==> src/rtl/core_if_fetch_ctrl.sv <==
// Instruction-fetch sequencer: issues sequential word fetches within a prefetch
// window ahead of decode, and writes returned words into the IF shift buffer.
module core_if_fetch_ctrl #(
    parameter int unsigned DEPTH           = 2,
    parameter int unsigned MAX_OUTSTANDING = 2
) (
    input  logic                                 clk,
    input  logic                                 rest,
    input  logic                                 redirect,
    input  logic [31:0]                          redirect_pc,
    input  logic [31:0]                          cur_pc,
    output logic                                 bus_req,
    output logic [31:0]                          bus_addr,
    input  logic                                 bus_ack,
    input  logic                                 bus_rvalid,
    input  logic [31:0]                          bus_rdata,
    output logic                                 buf_write,
    output logic [31:0]                          buf_addr,
    output logic [31:0]                          buf_data,
    output logic                                 buf_clear,
    output logic [$clog2(MAX_OUTSTANDING+1)-1:0] outstanding
);

    localparam int unsigned OW      = $clog2(MAX_OUTSTANDING + 1);
    localparam logic [31:0] WINDOW  = 32'(DEPTH * 4);
    localparam logic [OW-1:0] MAX_OUT = OW'(MAX_OUTSTANDING);

    typedef enum logic [1:0] {
        IDLE  = 2'd0,
        RUN   = 2'd1,
        DRAIN = 2'd2
    } state_t;

    state_t        state_r, state_nxt_s;
    logic [31:0]   fetch_pc_r, fetch_pc_nxt_s;
    logic [31:0]   resp_pc_r, resp_pc_nxt_s;
    logic [OW-1:0] outst_r, outst_nxt_s;
    logic [OW-1:0] discard_r, discard_nxt_s;
    logic          wr_r, wr_nxt_s;
    logic [31:0]   wr_addr_r, wr_addr_nxt_s;
    logic [31:0]   wr_data_r, wr_data_nxt_s;
    logic          clear_r, clear_nxt_s;

    logic [31:0]   pc_al_s;
    logic          win_ok_s;
    logic          issue_s;
    logic          fire_s;
    logic          rsp_s;
    logic [OW-1:0] remain_s;

    // Window distance is modular so the check stays correct across address wrap.
    assign pc_al_s  = {redirect_pc[31:2], 2'b00};
    assign win_ok_s = (fetch_pc_r - cur_pc) < WINDOW;
    assign issue_s  = (state_r == RUN) && !redirect && (outst_r < MAX_OUT) && win_ok_s;
    assign fire_s   = issue_s && bus_ack;
    // A response with nothing outstanding is a protocol violation and is ignored.
    assign rsp_s    = bus_rvalid && (outst_r != {OW{1'b0}});
    assign remain_s = outst_r - (rsp_s ? OW'(1) : OW'(0));

    assign bus_req     = issue_s;
    assign bus_addr    = fetch_pc_r;
    assign buf_write   = wr_r;
    assign buf_addr    = wr_addr_r;
    assign buf_data    = wr_data_r;
    assign buf_clear   = clear_r;
    assign outstanding = outst_r;

    // Next-state, counter and buffer-write computation.
    always_comb begin
        state_nxt_s    = state_r;
        fetch_pc_nxt_s = fetch_pc_r;
        resp_pc_nxt_s  = resp_pc_r;
        outst_nxt_s    = outst_r;
        discard_nxt_s  = discard_r;
        wr_nxt_s       = 1'b0;
        wr_addr_nxt_s  = wr_addr_r;
        wr_data_nxt_s  = wr_data_r;
        clear_nxt_s    = 1'b0;
        case (state_r)
            IDLE: begin
                if (redirect) begin
                    fetch_pc_nxt_s = pc_al_s;
                    resp_pc_nxt_s  = pc_al_s;
                    clear_nxt_s    = 1'b1;
                    state_nxt_s    = RUN;
                end else begin
                    state_nxt_s = IDLE;
                end
            end
            RUN, DRAIN: begin
                if (redirect) begin
                    fetch_pc_nxt_s = pc_al_s;
                    resp_pc_nxt_s  = pc_al_s;
                    clear_nxt_s    = 1'b1;
                    outst_nxt_s    = remain_s;
                    if (remain_s == {OW{1'b0}}) begin
                        discard_nxt_s = {OW{1'b0}};
                        state_nxt_s   = RUN;
                    end else begin
                        discard_nxt_s = remain_s;
                        state_nxt_s   = DRAIN;
                    end
                end else if (state_r == RUN) begin
                    fetch_pc_nxt_s = fire_s ? (fetch_pc_r + 32'd4) : fetch_pc_r;
                    if (rsp_s) begin
                        wr_nxt_s      = 1'b1;
                        wr_addr_nxt_s = resp_pc_r;
                        wr_data_nxt_s = bus_rdata;
                        resp_pc_nxt_s = resp_pc_r + 32'd4;
                    end else begin
                        resp_pc_nxt_s = resp_pc_r;
                    end
                    case ({fire_s, rsp_s})
                        2'b10:   outst_nxt_s = outst_r + OW'(1);
                        2'b01:   outst_nxt_s = outst_r - OW'(1);
                        default: outst_nxt_s = outst_r;
                    endcase
                end else begin
                    if (rsp_s) begin
                        discard_nxt_s = discard_r - OW'(1);
                        outst_nxt_s   = outst_r - OW'(1);
                        if (discard_r == OW'(1)) begin
                            state_nxt_s = RUN;
                        end else begin
                            state_nxt_s = DRAIN;
                        end
                    end else begin
                        state_nxt_s = DRAIN;
                    end
                end
            end
            default: begin
                state_nxt_s = IDLE;
            end
        endcase
    end

    // State and registered-output update with synchronous reset.
    always_ff @(posedge clk) begin
        if (rest) begin
            state_r    <= IDLE;
            fetch_pc_r <= 32'd0;
            resp_pc_r  <= 32'd0;
            outst_r    <= {OW{1'b0}};
            discard_r  <= {OW{1'b0}};
            wr_r       <= 1'b0;
            wr_addr_r  <= 32'd0;
            wr_data_r  <= 32'd0;
            clear_r    <= 1'b0;
        end else begin
            state_r    <= state_nxt_s;
            fetch_pc_r <= fetch_pc_nxt_s;
            resp_pc_r  <= resp_pc_nxt_s;
            outst_r    <= outst_nxt_s;
            discard_r  <= discard_nxt_s;
            wr_r       <= wr_nxt_s;
            wr_addr_r  <= wr_addr_nxt_s;
            wr_data_r  <= wr_data_nxt_s;
            clear_r    <= clear_nxt_s;
        end
    end

endmodule

==> config.mk <==
export PLATFORM = sky130hd
export DESIGN_NAME = core_if_fetch_ctrl
export DESIGN_NICKNAME = d
export VERILOG_FILES = /design/src/rtl/core_if_fetch_ctrl.sv
export SDC_FILE = /design/constraint.sdc
export NUM_CORES = 1
export LEC_CHECK = 0
export BUFFER_PORTS_ARGS = -buffer_cell sky130_fd_sc_hd__buf_2
export CAP_MARGIN = 20
export CORE_MARGIN = 2
export CORE_UTILIZATION = 51
export CTS_BUF_LIST = sky130_fd_sc_hd__clkbuf_2
export CTS_CLUSTER_SIZE = 24
export DETAILED_ROUTE_END_ITERATION = 7
export GPL_ROUTABILITY_DRIVEN = 0
export HOLD_SLACK_MARGIN = 0.02
export PLACE_DENSITY_LB_ADDON = 0.05
export SETUP_SLACK_MARGIN = 0.1
export SYNTH_ARGS = -nofsm -noshare
export SYNTH_HDL_FRONTEND = slang
export SYNTH_SLANG_ARGS = --single-unit
==> constraint.sdc <==
create_clock -name clk -period 4.3 [get_ports clk]
set_input_delay 0.645 -clock clk [delete_from_list [all_inputs] [get_ports clk]]
set_output_delay 0.645 -clock clk [all_outputs]
set_load 0.01 [all_outputs]
Word-level counts from Yosys, hierarchy flattened

Index checks and enable logic that the tools add are counted.

$lt $le $gt $ge: 2
Equal/unequal tests: 12
Muxes and demuxes: 27
Bitwise operators: 4
Add/sub/neg operators: 7
Reduce and logical (&&, ||, !) cells: 21

Operators by type and width:

| kind                                                 | number |
|---|---|
| two-way mux 32 bit                                   | 7 |
| case mux 32 bit (2 select lines)                     | 2 |
| adder 32 x 3 -> 32 bit (second input constant)       | 2 |
| < comparator 32 x 4 -> 1 bit (second input constant) | 1 |
| subtractor 32 bit                                    | 1 |
| two-way mux 2 bit                                    | 12 |
| != test 3 bit (second input constant)                | 4 |
| AND reduction 4 bit                                  | 3 |
| case mux 2 bit (2 select lines)                      | 2 |
| == test 2 x 1 -> 1 bit (second input constant)       | 3 |
| AND reduction 3 bit                                  | 2 |
| nonzero test 2 bit                                   | 3 |
| logical AND 1 bit                                    | 5 |
| == test 2 bit (second input constant)                | 2 |
| logical NOT 2 bit                                    | 2 |
| two-way mux 1 bit                                    | 4 |
| != test 2 bit (second input constant)                | 2 |
| != test 4 x 2 -> 1 bit (second input constant)       | 1 |
| inverter 1 bit                                       | 4 |
| OR reduction 2 bit                                   | 2 |
| OR reduction 4 bit                                   | 1 |
| subtractor 2 x 1 -> 2 bit (second input constant)    | 2 |
| nonzero test 3 bit                                   | 1 |
| OR reduction 3 bit                                   | 1 |
| 4 further kinds                                      | 4 |

Register bits: 136
Word-level logic and storage cells: 82
Input port bits: 101

Logic depth before layout (Yosys ltp)

Depth after elaboration: 9
Depth in mapped cells: 19
Gate-level depth less buffers: 18

Worst setup path after synthesis

No wires, ideal clock.

Path kind: input port to flip-flop
Start point: in cur_pc[20]
End point: reg outst_r[1], in the netlist outstanding[1]
Path buffers: 1
Stages on the path: 18
Slack: 0.097 ns
Arrival time: 4.138 ns
Data required time: 4.235 ns
Path through: inv_1 -> ha_1 -> clkbuf_1 -> nand4_1 -> o2111ai_1 -> a21bo_2 -> a311o_1 -> nor4_1 -> nand4_1 -> nor4b_2 -> nand3_1 -> nor2_1 -> nand2_1 -> ha_1 -> nor2b_1 -> o21ai_0 -> mux2_2 -> nor2_1

Word-level cells in the longest chain between the ends: 8

Ends and longest elaborated chain:

| what                                                    | RTL line | RTL |
|---|---|---|
| start: declaration                                      | 11       | `input logic [31:0] cur_pc,` |
| subtractor 32 bit (*)                                   | 53       | `assign win_ok_s = (fetch_pc_r - cur_pc) < WINDOW;` |
| < comparator 32 x 4 -> 1 bit (*)                        | 53       |  |
| logical AND 1 bit (*)                                   | 54       | `assign issue_s = (state_r == RUN) && !redirect && (outst_r < MAX_OUT) && win_ok_s;` |
| net bus_req                                             | 12       | `output logic bus_req,` |
| logical AND 1 bit (*)                                   | 55       | `assign fire_s = issue_s && bus_ack;` |
| == test 2 x 1 -> 1 bit or == test 2 bit (tied branches) | 113      | `case ({fire_s, rsp_s})` |
| case mux 2 bit (2 select lines)                         | 113      |  |
| two-way mux 2 bit                                       | 103      | `end else if (state_r == RUN) begin` |
| two-way mux 2 bit                                       | 91       | `if (redirect) begin` |
| end signal: assignment                                  | 144      | `outst_r <= {OW{1'b0}};` |
| end signal: assignment                                  | 154      | `outst_r <= outst_nxt_s;` |
| end: declaration                                        | 37       | `logic [OW-1:0] outst_r, outst_nxt_s;` |

Mark *: on every way through the listed nets, which the timed path passes. The rest lies on a longest branch.
A chain may end at the register's enable or synchronous reset.

Final worst setup path

Start point: reg fetch_pc_r[14], in the netlist bus_addr[14]
End point: out bus_req

Word-level cells in the longest chain between the ends: 3

Ends and longest elaborated chain:

| what                         | RTL line | RTL |
|---|---|---|
| start: declaration           | 35       | `logic [31:0] fetch_pc_r, fetch_pc_nxt_s;` |
| start signal: assignment     | 152      | `fetch_pc_r <= fetch_pc_nxt_s;` |
| subtractor 32 bit            | 53       |  |
| < comparator 32 x 4 -> 1 bit | 53       |  |
| logical AND 1 bit            | 54       |  |
| end: declaration             | 12       |  |

No other way between the ends.

==> flow_results.xml <==
<?xml version="1.0" encoding="UTF-8"?>
<metrics>
  <group name="cts">
    <metric name="cts.root.buffer_cell" unit="">sky130_fd_sc_hd__clkbuf_2</metric>
    <metric name="cts.sinks" unit="">130</metric>
    <metric name="clock_tree.htree_level_count" unit="">4</metric>
    <metric name="worstSkewPairLatency" unit="ns">0.74</metric>
    <metric name="cts_buffer_depth" unit="">2</metric>
    <metric name="cts-buffers-inserted" unit="">17</metric>
    <metric name="clk_transition_reported_paths" unit="ns">0.23</metric>
    <metric name="tritoncts" unit="">yes</metric>
  </group>
  <group name="timing">
    <metric name="drv_slew" unit="">0</metric>
    <metric name="hold_violations" unit="">0</metric>
    <metric name="period_needed" unit="ns">4.35</metric>
    <metric name="clock_skew" unit="ns">0.0386</metric>
    <metric name="slew-limit-headroom" unit="%">45.4</metric>
    <metric name="fin_setup_tns" unit="ns">-0.0529</metric>
    <metric name="worst_slew_pin_slew" unit="ns">0.815</metric>
    <metric name="fmax" unit="MHz">230</metric>
    <metric name="final_critical_path_setup_slack" unit="ns">-0.0529</metric>
    <metric name="setup_repair_after_global_routing_missed_its_margin" unit="">true</metric>
    <metric name="period_share" unit="%">101</metric>
    <metric name="final-setup-viol-count" unit="">1</metric>
  </group>
  <group name="power_and_ir_drop">
    <metric name="report.power.total" unit="mW">3.98</metric>
    <metric name="cellPowerDensity" unit="nW/um2">342</metric>
    <metric name="vdd_ir_drop_max" unit="mV">0.215</metric>
    <metric name="p_leak" unit="nW">4.96</metric>
  </group>
  <group name="detailed_routing">
    <metric name="route.detailed.drc" unit="">0</metric>
    <metric name="post_route_ant_nets" unit="">0</metric>
    <metric name="met1_length" unit="um">13000</metric>
    <metric name="detailedRoute.firstPassIterationCount" unit="">5</metric>
    <metric name="drt-total-wl" unit="um">30600</metric>
    <metric name="routed-via-count" unit="">10600</metric>
    <metric name="drt_iter0_drc" unit="">868</metric>
    <metric name="routed_via_density" unit="">5.92</metric>
    <metric name="wl_met3" unit="um">2760</metric>
    <metric name="routed_wire_length_per_instance" unit="um">17.1</metric>
    <metric name="met2_wirelength" unit="um">13600</metric>
    <metric name="highest_layer" unit="">met5</metric>
  </group>
  <group name="critical_path">
    <metric name="critical_path_arrival" unit="ns">3.71</metric>
    <metric name="rrSetupSlack" unit="ns">0.27</metric>
    <metric name="critical_path_startpoint_category" unit="">flip-flop</metric>
    <metric name="worst-setup-path-type" unit="">flip-flop to primary output</metric>
    <metric name="worstSetupEndpointType" unit="">primary output</metric>
    <metric name="regToRegEndpoint" unit="">outstanding[1]$_SDFFE_PP0P_</metric>
    <metric name="rr_startpoint" unit="">bus_addr[14]$_SDFFE_PP0P_</metric>
    <metric name="worstPathRequired" unit="ns">3.65</metric>
    <metric name="worst-r2r-cell-count" unit="">18</metric>
    <metric name="crit_path_max_fanout" unit="">4</metric>
  </group>
  <group name="layout">
    <metric name="nNetsFinal" unit="">1684</metric>
    <metric name="antennaDiodeCount" unit="">0</metric>
    <metric name="mostFrequentLayoutCell" unit="">sky130_fd_sc_hd__nand2_1</metric>
    <metric name="syn_to_final_growth" unit="%">30.3</metric>
    <metric name="layout_common_cells" unit="">238 x sky130_fd_sc_hd__nand2_1, 193 x sky130_fd_sc_hd__buf_2, 145 x sky130_fd_sc_hd__buf_4</metric>
    <metric name="fill_cells" unit="">1560</metric>
    <metric name="layout_cell_share_with_drive_strength_beyond_1" unit="%">30.1</metric>
  </group>
  <group name="yosys">
    <metric name="synthCells" unit="">1263</metric>
    <metric name="ys_async_sr_fraction" unit="%">0</metric>
    <metric name="synthesis_stage_register_bit_count" unit="">130</metric>
    <metric name="mappedNetlistArea" unit="um2">8940</metric>
    <metric name="synth_seq_area_share" unit="%">29.1</metric>
    <metric name="yosysWarnings" unit="">0</metric>
    <metric name="synth_ff_type" unit="">sky130_fd_sc_hd__dfxtp_1</metric>
    <metric name="synth_enable_flop_cells" unit="">0</metric>
    <metric name="syn_avg_cell_area" unit="um2">7.08</metric>
    <metric name="post_synth_num_cell_types" unit="">84</metric>
  </group>
  <group name="grt">
    <metric name="first_global_vias" unit="">9347</metric>
    <metric name="groute.usage.overall" unit="%">31.9</metric>
    <metric name="grt_pass1_wl" unit="um">46900</metric>
    <metric name="globalRouteOverflowTotal" unit="">0</metric>
    <metric name="grt_antenna_before_repair" unit="">1</metric>
    <metric name="grt_start_max_net_pins" unit="">57</metric>
  </group>
  <group name="floorplanning">
    <metric name="start_util" unit="%">51.9</metric>
    <metric name="num_io_pins" unit="">202</metric>
    <metric name="die_area" unit="um2">18600</metric>
    <metric name="num_rows" unit="">48</metric>
    <metric name="die_width" unit="um">136</metric>
    <metric name="core" unit="um2">17200</metric>
    <metric name="die_height" unit="um">136</metric>
  </group>
  <group name="hold_path">
    <metric name="whs_endpoint" unit="">buf_data[21]$_SDFFE_PP0P_</metric>
    <metric name="worstHoldPathType" unit="">input port to flip-flop</metric>
    <metric name="hp-start" unit="">bus_rdata[21]</metric>
    <metric name="timing.hold.worst_path_depth" unit="">3</metric>
  </group>
  <group name="place">
    <metric name="hpwlAfterDp" unit="um">23000</metric>
    <metric name="numPortBuffers" unit="">195</metric>
    <metric name="place_worst_setup_slack" unit="ns">-0.205</metric>
  </group>
  <group name="run_status">
    <metric name="status" unit="">finished with violations</metric>
    <metric name="violated_checks" unit="">setup timing</metric>
  </group>
  <group name="run">
    <metric name="cap_violations" unit="">0</metric>
  </group>
</metrics>
## worst max-delay path: stages, from the launching register on
cell and delay, ns:
sky130_fd_sc_hd__dfxtp_1 0.36, sky130_fd_sc_hd__ha_1 0.32, sky130_fd_sc_hd__buf_4 0.17, sky130_fd_sc_hd__and4_1 0.22
sky130_fd_sc_hd__buf_4 0.15, sky130_fd_sc_hd__a211oi_1 0.23, sky130_fd_sc_hd__a211oi_1 0.19, sky130_fd_sc_hd__a2111oi_2 0.25
sky130_fd_sc_hd__nand4_1 0.20, sky130_fd_sc_hd__nor4b_4 0.41, sky130_fd_sc_hd__nand3_1 0.14, sky130_fd_sc_hd__nor2_2 0.13
sky130_fd_sc_hd__buf_4 0.13, sky130_fd_sc_hd__buf_6 0.09
## power by group
group	internal [mW]	switching (mW)
logic	0.758	0.982
registers	1.30	0.113
clock network	0.286	0.539
total	2.35	1.63
## worst max-delay path by stage
| stage | to | startpoint | slack, ns | depth (start not counted) |
|---|---|---|---|---|
| after floorplan | outstanding[1]$_SDFFE_PP0P_ | cur_pc[20] | 0.10 | 18 |
| after global placement | outstanding[1]$_SDFFE_PP0P_ | cur_pc[10] | -0.15 | 18 |
| after detailed placement | outstanding[1]$_SDFFE_PP0P_ | cur_pc[10] | -0.21 | 18 |
| after CTS | bus_req | bus_addr[3]$_SDFFE_PP0P_ | 0.02 | 12 |
| after global routing | bus_req | bus_addr[14]$_SDFFE_PP0P_ | -0.21 | 13 |
| final | bus_req | bus_addr[14]$_SDFFE_PP0P_ | -0.05 | 13 |
## repair_timing
action	4_1_cts	5_1_grt
resized for setup	71	21
buffers inserted	2	5
hold buffers	0	1
pin swaps	14	12
endpoints found under the setup margin	1	2
hold endpoints to repair	0	1
## flip-flops by register name, indices dropped and copies added (netlist names)
| register | count |
|---|---|
| buf_addr | 30 |
| buf_clear | 1 |
| buf_data | 32 |
| buf_write | 1 |
| bus_addr | 30 |
| discard_r | 2 |
| outstanding | 2 |
| resp_pc_r | 30 |
| state_r | 2 |
## metrics by stage
step | util (%) | hold slack, ns | cell area [um2] | std cells
after detailed placement | 63.4 | 0.444 | 10900 | 1742
after global placement | 63.4 | 0.439 | 10900 | 1742
final | 67.6 | 0.106 | 11700 | 1782
after CTS | 66.7 | 0.0715 | 11500 | 1776
after global routing | 67.6 | 0.0295 | 11700 | 1782
after floorplan | - | 0.432 | 8950 | 1266
## Yosys cell counts (5+ instances only)
library cell	n	area share (%)
sky130_fd_sc_hd__and2_1	9	0.63
sky130_fd_sc_hd__dfxtp_1	130	29
sky130_fd_sc_hd__o31ai_1	20	1.7
sky130_fd_sc_hd__or2_2	6	0.42
sky130_fd_sc_hd__and3_1	20	1.4
sky130_fd_sc_hd__a22o_1	9	0.88
sky130_fd_sc_hd__o22ai_1	12	0.84
sky130_fd_sc_hd__a22oi_1	15	1.3
sky130_fd_sc_hd__a211oi_1	18	1.5
sky130_fd_sc_hd__a21o_1	7	0.59
sky130_fd_sc_hd__nand3_1	48	2.7
sky130_fd_sc_hd__ha_1	39	5.5
sky130_fd_sc_hd__o211ai_1	10	0.84
sky130_fd_sc_hd__nor2_1	86	3.6
sky130_fd_sc_hd__o21a_1	16	1.3
sky130_fd_sc_hd__o41ai_1	5	0.49
sky130_fd_sc_hd__mux2i_1	7	0.78
sky130_fd_sc_hd__o21ai_0	93	5.2
sky130_fd_sc_hd__nor2b_1	6	0.42
sky130_fd_sc_hd__a31oi_1	33	2.3
sky130_fd_sc_hd__a21oi_1	129	7.2
sky130_fd_sc_hd__nor3_1	27	1.5
sky130_fd_sc_hd__inv_1	50	2.1
sky130_fd_sc_hd__nor3b_1	5	0.42
sky130_fd_sc_hd__o2111ai_1	6	0.59
sky130_fd_sc_hd__a211o_1	6	0.59
sky130_fd_sc_hd__clkbuf_1	65	2.7
sky130_fd_sc_hd__buf_2	6	0.34
sky130_fd_sc_hd__nor4_1	8	0.56
sky130_fd_sc_hd__nand2_1	241	10
sky130_fd_sc_hd__nand4_1	21	1.5
sky130_fd_sc_hd__and4_1	9	0.88
sky130_fd_sc_hd__buf_1	6	0.25
sky130_fd_sc_hd__nand2b_1	6	0.42
sky130_fd_sc_hd__xnor2_1	5	0.49
## layout make-up
type	count	area [um2]	share of cell area, %
clock buffers	17	85.1	0.730
clock inverters	15	171	1.47
inverters	51	191	1.64
multi-input cells	1003	6210	53.3
flip-flops and latches	130	2630	22.6
well taps	225	282	2.42
repair buffers	341	2090	17.9
## kinds of logic after synthesis
kind of cell | count (synthesis) | synth area share, %
fa+ha+maj | 39 | 5.46
compound gates | 428 | 30.7
other cells | 1 | 0.0419
xor+xnor | 9 | 0.881
simple gates | 512 | 26.6
mux | 11 | 1.29
buf+inv | 133 | 5.92
flops | 130 | 29.1
## per-layer routing
metal | up-vias | GRT usage [%]
li1 | 5174 | -
met2 | 481 | 51.6
met3 | 86 | 7.94
met4 | 2 | 12.2
met5 | - | 0
met1 | 4814 | 40.8
(Power assumes the default switching activity.)
